===== src/rtl/pipe_ctrl_pkg.sv =====
// Shared types and helpers for the pipeline hazard / flush / halt controller.
package pipe_ctrl_pkg;

    localparam int SB_RD_W = 5;
    localparam logic [SB_RD_W-1:0] REG_X0 = '0;

    typedef enum logic [1:0] {
        RUN    = 2'd0,
        DRAIN  = 2'd1,
        HALTED = 2'd2
    } ctrl_state_e;

    typedef enum logic [1:0] {
        FWD_RF     = 2'b00,
        FWD_EX_MEM = 2'b01,
        FWD_MEM_WB = 2'b10
    } fwd_sel_e;

    typedef struct packed {
        logic               valid;
        logic [SB_RD_W-1:0] rd;
        logic               is_load;
        logic               is_halt;
    } sb_entry_t;

    localparam sb_entry_t SB_EMPTY = '0;

    // A source only hits a live writer; x0 never hits because non-writers carry rd = x0.
    function automatic logic src_hit(input sb_entry_t e, input logic [SB_RD_W-1:0] rs,
                                     input logic used);
        return used && (rs != REG_X0) && e.valid && (e.rd == rs);
    endfunction

endpackage


===== src/rtl/pipe_ctrl_scoreboard.sv =====
// In-flight destination scoreboard (EX, MEM, WB) with per-source match vectors.
module pipe_ctrl_scoreboard
    import pipe_ctrl_pkg::*;
(
    input  logic               clk,
    input  logic               rst,
    input  logic               advance,
    input  logic               bubble,
    input  logic               flush,
    input  sb_entry_t          id_entry,
    input  logic [SB_RD_W-1:0] rs1,
    input  logic               rs1_used,
    input  logic [SB_RD_W-1:0] rs2,
    input  logic               rs2_used,
    output logic [2:0]         match_rs1,
    output logic [2:0]         match_rs2,
    output logic               ex_is_load,
    output logic               ex_is_halt,
    output logic               mem_is_halt
);

    sb_entry_t ex_q;
    sb_entry_t mem_q;
    sb_entry_t wb_q;

    always_ff @(posedge clk or negedge rst) begin
        if (!rst) begin
            ex_q  <= SB_EMPTY;
            mem_q <= SB_EMPTY;
            wb_q  <= SB_EMPTY;
        end else if (advance) begin
            wb_q  <= mem_q;
            mem_q <= flush ? SB_EMPTY : ex_q;
            ex_q  <= (bubble || flush) ? SB_EMPTY : id_entry;
        end
    end

    // Bit 0 = EX, bit 1 = MEM, bit 2 = WB.
    assign match_rs1 = {src_hit(wb_q, rs1, rs1_used), src_hit(mem_q, rs1, rs1_used),
                        src_hit(ex_q, rs1, rs1_used)};
    assign match_rs2 = {src_hit(wb_q, rs2, rs2_used), src_hit(mem_q, rs2, rs2_used),
                        src_hit(ex_q, rs2, rs2_used)};

    assign ex_is_load  = ex_q.valid & ex_q.is_load;
    assign ex_is_halt  = ex_q.valid & ex_q.is_halt;
    assign mem_is_halt = mem_q.valid & mem_q.is_halt;

    logic unused_fields;
    assign unused_fields = wb_q.is_load ^ wb_q.is_halt ^ mem_q.is_load;

endmodule


===== src/rtl/pipe_hazard_ctrl.sv =====
// Hazard, flush and halt sequencer for the 5-stage pipeline.
// Build option: PIPE_FWD_EN adds registered forwarding selects and relaxes stalls to load-use.
//
//   state  | meaning
//   RUN    | normal issue; RAW stalls and branch flushes applied
//   DRAIN  | halt issued; fetch held, bubbles fed until halt reaches WB
//   HALTED | sticky halt; everything held, flushes ignored, exit by reset
module pipe_hazard_ctrl
    import pipe_ctrl_pkg::*;
#(
    parameter bit WB_WRITE_FIRST = 1'b1,
    parameter int REG_ADDR_W     = SB_RD_W
) (
    input  logic                  clk,
    input  logic                  rst,
    input  logic                  id_valid,
    input  logic [REG_ADDR_W-1:0] id_rs1,
    input  logic                  id_rs1_used,
    input  logic [REG_ADDR_W-1:0] id_rs2,
    input  logic                  id_rs2_used,
    input  logic [REG_ADDR_W-1:0] id_rd,
    input  logic                  id_rd_wr,
    input  logic                  id_is_load,
    input  logic                  id_is_halt,
    input  logic                  mem_branch_taken,
    output logic                  stall_if,
    output logic                  stall_id,
    output logic                  bubble_ex,
    output logic                  flush_if_id,
    output logic                  flush_id_ex,
    output logic                  flush_ex_mem,
    output logic                  ohalt
`ifdef PIPE_FWD_EN
    ,
    output logic [1:0]            fwd_rs1_sel,
    output logic [1:0]            fwd_rs2_sel
`endif
);

    ctrl_state_e state_q;
    sb_entry_t   id_entry;
    logic [2:0]  match_rs1;
    logic [2:0]  match_rs2;
    logic        ex_is_load;
    logic        ex_is_halt;
    logic        mem_is_halt;
    logic        flush;
    logic        hazard_raw;
    logic        hazard_stall;
    logic        issue;

    assign id_entry.valid   = id_valid & ((id_rd_wr & (id_rd != REG_X0)) | id_is_halt);
    assign id_entry.rd      = id_rd_wr ? id_rd : REG_X0;
    assign id_entry.is_load = id_is_load;
    assign id_entry.is_halt = id_is_halt;

    pipe_ctrl_scoreboard u_sb (
        .clk        (clk),
        .rst        (rst),
        .advance    (1'b1),
        .bubble     (~issue),
        .flush      (flush),
        .id_entry   (id_entry),
        .rs1        (id_rs1),
        .rs1_used   (id_rs1_used),
        .rs2        (id_rs2),
        .rs2_used   (id_rs2_used),
        .match_rs1  (match_rs1),
        .match_rs2  (match_rs2),
        .ex_is_load (ex_is_load),
        .ex_is_halt (ex_is_halt),
        .mem_is_halt(mem_is_halt)
    );

`ifdef PIPE_FWD_EN
    logic     wb_only;
    fwd_sel_e sel1_d;
    fwd_sel_e sel2_d;

    // A WB-only hit is not covered by the EX/MEM bypass when the regfile is write-after-read.
    assign wb_only = (match_rs1[2] & ~match_rs1[1] & ~match_rs1[0])
                   | (match_rs2[2] & ~match_rs2[1] & ~match_rs2[0]);
    assign hazard_raw = id_valid & ((ex_is_load & (match_rs1[0] | match_rs2[0]))
                                    | (~WB_WRITE_FIRST & wb_only));

    assign sel1_d = match_rs1[0] ? FWD_EX_MEM : (match_rs1[1] ? FWD_MEM_WB : FWD_RF);
    assign sel2_d = match_rs2[0] ? FWD_EX_MEM : (match_rs2[1] ? FWD_MEM_WB : FWD_RF);

    always_ff @(posedge clk or negedge rst) begin
        if (!rst) begin
            fwd_rs1_sel <= FWD_RF;
            fwd_rs2_sel <= FWD_RF;
        end else begin
            fwd_rs1_sel <= issue ? sel1_d : FWD_RF;
            fwd_rs2_sel <= issue ? sel2_d : FWD_RF;
        end
    end
`else
    assign hazard_raw = id_valid & ((|match_rs1[1:0]) | (|match_rs2[1:0])
                                    | (~WB_WRITE_FIRST & (match_rs1[2] | match_rs2[2])));

    logic unused_fwd;
    assign unused_fwd = ex_is_load;
`endif

    assign flush        = mem_branch_taken & (state_q != HALTED);
    assign hazard_stall = (state_q == RUN) & hazard_raw & ~mem_branch_taken;
    assign issue        = (state_q == RUN) & id_valid & ~hazard_raw & ~mem_branch_taken;

    // A flush during DRAIN releases fetch so the redirect can land.
    always_comb begin
        stall_if     = 1'b0;
        stall_id     = 1'b0;
        bubble_ex    = 1'b0;
        flush_if_id  = 1'b0;
        flush_id_ex  = 1'b0;
        flush_ex_mem = 1'b0;
        unique case (state_q)
            RUN: begin
                stall_if     = hazard_stall;
                stall_id     = hazard_stall;
                bubble_ex    = hazard_stall;
                flush_if_id  = flush;
                flush_id_ex  = flush;
                flush_ex_mem = flush;
            end
            DRAIN: begin
                stall_if     = ~flush;
                bubble_ex    = 1'b1;
                flush_if_id  = flush;
                flush_id_ex  = flush;
                flush_ex_mem = flush;
            end
            HALTED: begin
                stall_if  = 1'b1;
                stall_id  = 1'b1;
                bubble_ex = 1'b1;
            end
            default: ;
        endcase
    end

    // HALTED is entered on the edge that moves the halt into WB, three cycles after issue.
    always_ff @(posedge clk or negedge rst) begin
        if (!rst) begin
            state_q <= RUN;
            ohalt   <= 1'b0;
        end else begin
            unique case (state_q)
                RUN: begin
                    if (issue && id_is_halt) state_q <= DRAIN;
                end
                DRAIN: begin
                    if (flush && ex_is_halt) begin
                        state_q <= RUN;
                    end else if (mem_is_halt) begin
                        state_q <= HALTED;
                        ohalt   <= 1'b1;
                    end
                end
                HALTED: ohalt <= 1'b1;
                default: state_q <= RUN;
            endcase
        end
    end

endmodule

===== config.mk =====
export PLATFORM = sky130hd
export DESIGN_NAME = pipe_hazard_ctrl
export DESIGN_NICKNAME = d
export VERILOG_FILES = /design/src/rtl/pipe_ctrl_pkg.sv /design/src/rtl/pipe_ctrl_scoreboard.sv /design/src/rtl/pipe_hazard_ctrl.sv
export SDC_FILE = /design/constraint.sdc
export NUM_CORES = 1
export LEC_CHECK = 0
export CORE_ASPECT_RATIO = 1.2
export CORE_MARGIN = 4
export CORE_UTILIZATION = 49
export CTS_BUF_LIST = sky130_fd_sc_hd__clkbuf_4 sky130_fd_sc_hd__clkbuf_8
export DETAILED_ROUTE_END_ITERATION = 10
export PLACE_DENSITY = 0.87
export SYNTH_ARGS = -nofsm -noshare
export SYNTH_HDL_FRONTEND = slang
export SYNTH_HIERARCHICAL = 1
export SYNTH_SLANG_ARGS = --single-unit

===== constraint.sdc =====
create_clock -name clk -period 3.8 [get_ports clk]
set_input_delay 1.14 -clock clk [delete_from_list [all_inputs] [get_ports clk]]
set_output_delay 1.14 -clock clk [all_outputs]
set_load 0.05 [all_outputs]

# Yosys cells after proc, flatten, opt, wreduce, memory -nomap -nowiden
# Index checks and enable logic that the tools add are counted.
# op_classes
n_eq_ne,11
n_mux,14
bitwise_logic,18
reduce_logical,24
# op_table
operator,count
5-bit equality test,4
8-bit 2-to-1 mux,2
5-bit nonzero test,3
1-bit logical AND,12
1-bit AND,11
2-bit OR reduction,4
2-bit 2-to-1 mux,3
2-bit != test (second input constant),3
1-bit case mux with 2 select lines,3
2-bit case mux with 3 select lines,1
3-bit AND reduction,2
5-bit 2-to-1 mux,1
1-bit NOT,5
1-bit 2-to-1 mux,3
3-bit != test (second input constant),1
1-bit case mux with 3 select lines,1
2-bit by 1-bit equality test with 1-bit output (second input constant),1
2-bit equality test (second input constant),1
2-bit logical NOT,1
2-bit by 1-bit != test with 1-bit output (second input constant),1
1-bit bitwise OR,2
2-bit nonzero test,1
1-bit logical OR,1
# totals
reg_bits,18
inputBits,24
out_inout_bits,7
elab_cells,76

# Depth between registers and ports, before layout
# logic_depth
depth_word,13
depth_mapped,8
ltp_nobuf,8

# Hierarchy
# The synthesis kept the hierarchy.
# by_module_without_submodules
module,n_inst,cells_each,area_each_um2,seq_area_each_um2
pipe_ctrl_scoreboard,1,128,1223.7,525.5
pipe_hazard_ctrl,1,42,374.1,75.1

# Least setup slack after synthesis
# OpenSTA, ideal clock, no wires.
# synth_timing
path_kind,in2out
start,input port id_rs1[2]
end,output port stall_if
t_arrival_ns,2.985
setup_slack_ns,-0.325
stages,7
n_path_buf,0
path_cell_list,xnor2_1 > nand4_1 > nor4_1 > nor4_4 > nor4bb_1 > nor3_1 > nor2_1
# synth_between
elab_chain_cells,10
elab_cells_between_ends,14
# synth_rtl
element,line_no,rtl
"start, declared",pipe_hazard_ctrl.sv:17,"input logic [REG_ADDR_W-1:0] id_rs1,"
5-bit nonzero test,-,
1-bit logical AND,-,
1-bit logical AND,pipe_ctrl_pkg.sv:31,return used && (rs != REG_X0) && e.valid && (e.rd == rs);
1-bit logical AND (*),pipe_ctrl_pkg.sv:31,
named net match_rs1[1],pipe_hazard_ctrl.sv:42,logic [2:0] match_rs1;
2-bit OR reduction (*),pipe_hazard_ctrl.sv:99,assign hazard_raw = id_valid & ((|match_rs1[1:0]) | (|match_rs2[1:0])
1-bit bitwise OR (*),pipe_hazard_ctrl.sv:99,
1-bit AND (*),pipe_hazard_ctrl.sv:99,
1-bit AND (*) (2 in series),pipe_hazard_ctrl.sv:107,assign hazard_stall = (state_q == RUN) & hazard_raw & ~mem_branch_taken;
1-bit case mux with 3 select lines (*),pipe_hazard_ctrl.sv:118,unique case (state_q)
"end, declared",pipe_hazard_ctrl.sv:26,"output logic stall_if,"
# Mark *: on every way through the listed nets, which the timed path passes. The rest lies on a longest branch.

# Worst setup path in the final report
# layout_timing
start,input port id_rs1[3]
end,output port stall_id
# layout_between
elab_chain_cells,10
elab_cells_between_ends,14
# layout_rtl
element,line_no,rtl
5-bit nonzero test,-,
1-bit logical AND,-,
1-bit logical AND,pipe_ctrl_pkg.sv:31,
1-bit logical AND (*),pipe_ctrl_pkg.sv:31,
named net match_rs1[1],pipe_hazard_ctrl.sv:42,
2-bit OR reduction (*),pipe_hazard_ctrl.sv:99,
1-bit bitwise OR (*),pipe_hazard_ctrl.sv:99,
1-bit AND (*),pipe_hazard_ctrl.sv:99,
1-bit AND (*) (2 in series),pipe_hazard_ctrl.sv:107,
1-bit case mux with 2 select lines (*),pipe_hazard_ctrl.sv:118,
"end, declared",pipe_hazard_ctrl.sv:27,"output logic stall_id,"
# Marked as above.

==> metrics.txt <==
# TYPE chip_impl_metric gauge
chip_impl_info{name="final_cell_mix",value="17 x dfrtp_1, 16 x inv_1, 14 x o21ai_0, 13 x clkdlybuf4s50_1, 13 x xnor2_1"} 1
chip_impl_metric{name="route.final.wire_length",unit="um"} 3070
chip_impl_info{name="failed_checks",value="setup timing"} 1
chip_impl_metric{name="routed_via_density",unit=""} 5.40
chip_impl_metric{name="drt-pass1-iter-count",unit=""} 4
chip_impl_info{name="outcome",value="finished, violations left"} 1
chip_impl_info{name="most_common_library_cell_in_the_layout_ignoring_fill_and_taps",value="dfrtp_1"} 1
chip_impl_metric{name="cp_max_fo",unit=""} 3
chip_impl_metric{name="post-route-worst-setup-slack",unit="ns"} -0.308
chip_impl_info{name="grt_setup_unrepaired",value="true"} 1
chip_impl_metric{name="depth_of_the_worst_register_to_register_path",unit=""} 8
chip_impl_metric{name="die_area",unit="mm^2"} 0.00336
chip_impl_metric{name="die_w",unit="um"} 53.6
chip_impl_metric{name="cts_buffers",unit=""} 3
chip_impl_info{name="global_route.peak_usage_layer",value="met2"} 1
chip_impl_metric{name="rows",unit=""} 19
chip_impl_metric{name="power_density",unit="mW/mm^2"} 479
chip_impl_info{name="timing.critical_path.from_type",value="input port"} 1
chip_impl_metric{name="finish.utilization",unit="%"} 76.2
chip_impl_metric{name="count_of_non_filler_cells_in_the_finished_layout",unit=""} 206
chip_impl_metric{name="critical_path_arrival",unit="ns"} 2.97
chip_impl_metric{name="core",unit="mm^2"} 0.00233
chip_impl_metric{name="max_cap_violations",unit=""} 0
chip_impl_metric{name="use_met1",unit="%"} 22.2
chip_impl_metric{name="io_buffer_count",unit=""} 29
chip_impl_metric{name="die_h",unit="um"} 62.7
chip_impl_metric{name="drt_first_iter_violations",unit=""} 18
chip_impl_metric{name="cts_buffer_depth",unit=""} 2
chip_impl_metric{name="global_routing_met3_resource_utilization",unit="%"} 1.67
chip_impl_info{name="worstSetupEndpointType",value="output port"} 1
chip_impl_metric{name="clock_latency",unit="ns"} 0.28
chip_impl_metric{name="htreeDepth",unit=""} 1
chip_impl_metric{name="design.final.nets",unit=""} 205
chip_impl_metric{name="top_level_ports",unit=""} 31
chip_impl_metric{name="grt-ovfl-total",unit=""} 0
chip_impl_metric{name="grt_pass1_wl",unit="um"} 4920
chip_impl_metric{name="slew_violations",unit=""} 0
chip_impl_metric{name="route.antenna.remaining_nets",unit=""} 0
chip_impl_info{name="tritoncts_clock_tree",value="yes"} 1
chip_impl_metric{name="routabilityCongestion",unit=""} 0.820
chip_impl_metric{name="layout-area-overhead-vs-synth",unit="%"} 45.4
chip_impl_metric{name="setup_viol",unit=""} 3
chip_impl_metric{name="antenna_violations_before_repair",unit=""} 0
chip_impl_metric{name="worstMarginPinSlew",unit="ns"} 0.706
chip_impl_metric{name="final.setup.tns",unit="ns"} -0.876
chip_impl_metric{name="finalWorstPathRequiredPeriod",unit="ns"} 4.11
chip_impl_metric{name="hold_viol_final",unit=""} 0
chip_impl_metric{name="count_of_inserted_antenna_diode_cells",unit=""} 0
chip_impl_metric{name="vdd.ir_drop.worst",unit="mV"} 0.716
chip_impl_metric{name="grt_start_max_net_pins",unit=""} 29
chip_impl_info{name="worst_hold_path_type",value="flop to flop"} 1
chip_impl_metric{name="use_met2",unit="%"} 35.4
chip_impl_metric{name="cts.reportedPaths.clkPinSlew",unit="ns"} 0.09
chip_impl_metric{name="syn_inst",unit=""} 137
chip_impl_metric{name="worstHoldPathCells",unit=""} 1
chip_impl_metric{name="synth.yosys.warnings",unit=""} 6
chip_impl_metric{name="wire_per_inst",unit="um"} 14.9
chip_impl_metric{name="layout_filler_cell_count",unit=""} 175
chip_impl_metric{name="fmax",unit="MHz"} 243
chip_impl_metric{name="post-dp-hpwl",unit="um"} 2400
chip_impl_metric{name="route.vias.total",unit=""} 1113
chip_impl_metric{name="mappedNetlistNets",unit=""} 166
chip_impl_info{name="crit_path_class",value="input port to output port"} 1
chip_impl_info{name="clock_tree.root_cell",value="clkbuf_4"} 1
chip_impl_metric{name="timing.hold.ws",unit="ns"} 0.496
chip_impl_metric{name="post_synth.cell_area_avg",unit="um^2"} 8.90
chip_impl_metric{name="place_inst",unit=""} 206
chip_impl_metric{name="initial_utilization",unit="%"} 52.4
chip_impl_metric{name="clock_skew",unit="ns"} 0.00361
chip_impl_metric{name="p_leak",unit="nW"} 0.725
chip_impl_metric{name="cts.sinks",unit=""} 17
chip_impl_metric{name="timing.slew.headroom",unit="%"} 52.8
chip_impl_metric{name="post-route-period-util",unit="%"} 108
chip_impl_metric{name="via_count_of_the_first_global_routing_pass",unit=""} 1177
chip_impl_metric{name="timing.critical_path.required",unit="ns"} 2.66
chip_impl_metric{name="grt_util_overall",unit="%"} 19.5
chip_impl_metric{name="layout-drive-gt1-share",unit="%"} 27.4
chip_impl_metric{name="drc",unit=""} 0
chip_impl_metric{name="mappedNetlistArea",unit="mm^2"} 0.00122
-- through the flow --
stage | worst slack [ns] | area [um^2] | power [mW]
final | -0.308 | 1770 | 0.849
after global routing | -0.391 | 1770 | 0.897
after CTS | -0.325 | 1770 | 0.854
after detailed placement | -0.862 | 1680 | 0.736
after global placement | -0.814 | 1680 | 0.721
after floorplan | -0.0619 | 1230 | 0.535
-- state kept, by name (all words and copies together), names as in the netlist --
register    cells
ohalt           1
u_sb/mem_q      7
state_q         2
u_sb/ex_q       7
-- layer usage --
metal / wire length (um) / part of all wire [%]
met1: 1220 / 40
met2: 1630 / 53
met3: 166 / 5.4
met4: 53 / 1.7
met5: 0 / 0
-- path summary, 6_finish.rpt --
| path | from | end | slack, ns |
|---|---|---|---|
| hold / removal | ohalt$_DFFE_PN0P_ | ohalt$_DFFE_PN0P_ | 0.50 |
| hold reg to reg | ohalt$_DFFE_PN0P_ | ohalt$_DFFE_PN0P_ | 0.50 |
| setup / recovery | id_rs1[3] | stall_id | -0.31 |
| max in group asynchronous | rst | u_sb/mem_q[5]$_DFFE_PN0P_ | 2.08 |
| setup reg to reg | u_sb/mem_q[5]$_DFFE_PN0P_ | state_q[0]$_DFFE_PN0P_ | 1.47 |
| min in group asynchronous | rst | u_sb/mem_q[0]$_DFFE_PN0P_ | 1.27 |
-- final cells by class --
class                   count  area [um^2]  share of cell area, %
inverters                  16         60.1                   3.39
clock inverters             1         5.00                  0.282
repair buffers             40          383                   21.6
clock buffers               3         22.5                   1.27
well taps                  31         38.8                   2.19
multi-input cells          98          840                   47.3
flip-flops and latches     17          425                   24.0
-- critical path, stage by stage --
cell,delay (ns)
buf_6,0.09
or4_4,0.54
o21ai_4,0.23
nor4_4,0.08
nor4_4,0.37
nor4bb_4,0.11
or2_4,0.25
buf_8,0.15
-- power breakdown --
part / internal [mW] / switching (mW)
logic: 0.252 / 0.290
clock network: 0.0391 / 0.0529
registers: 0.197 / 0.0172
-- timing repair --
item / in CTS / in global routing
pin swaps: 15 / 2
resized for setup: 49 / 6
endpoints found under the setup margin: 3 / 3
hold buffers: 0 / 0
setup buffers: 1 / 0
(Power assumes the default switching activity.)
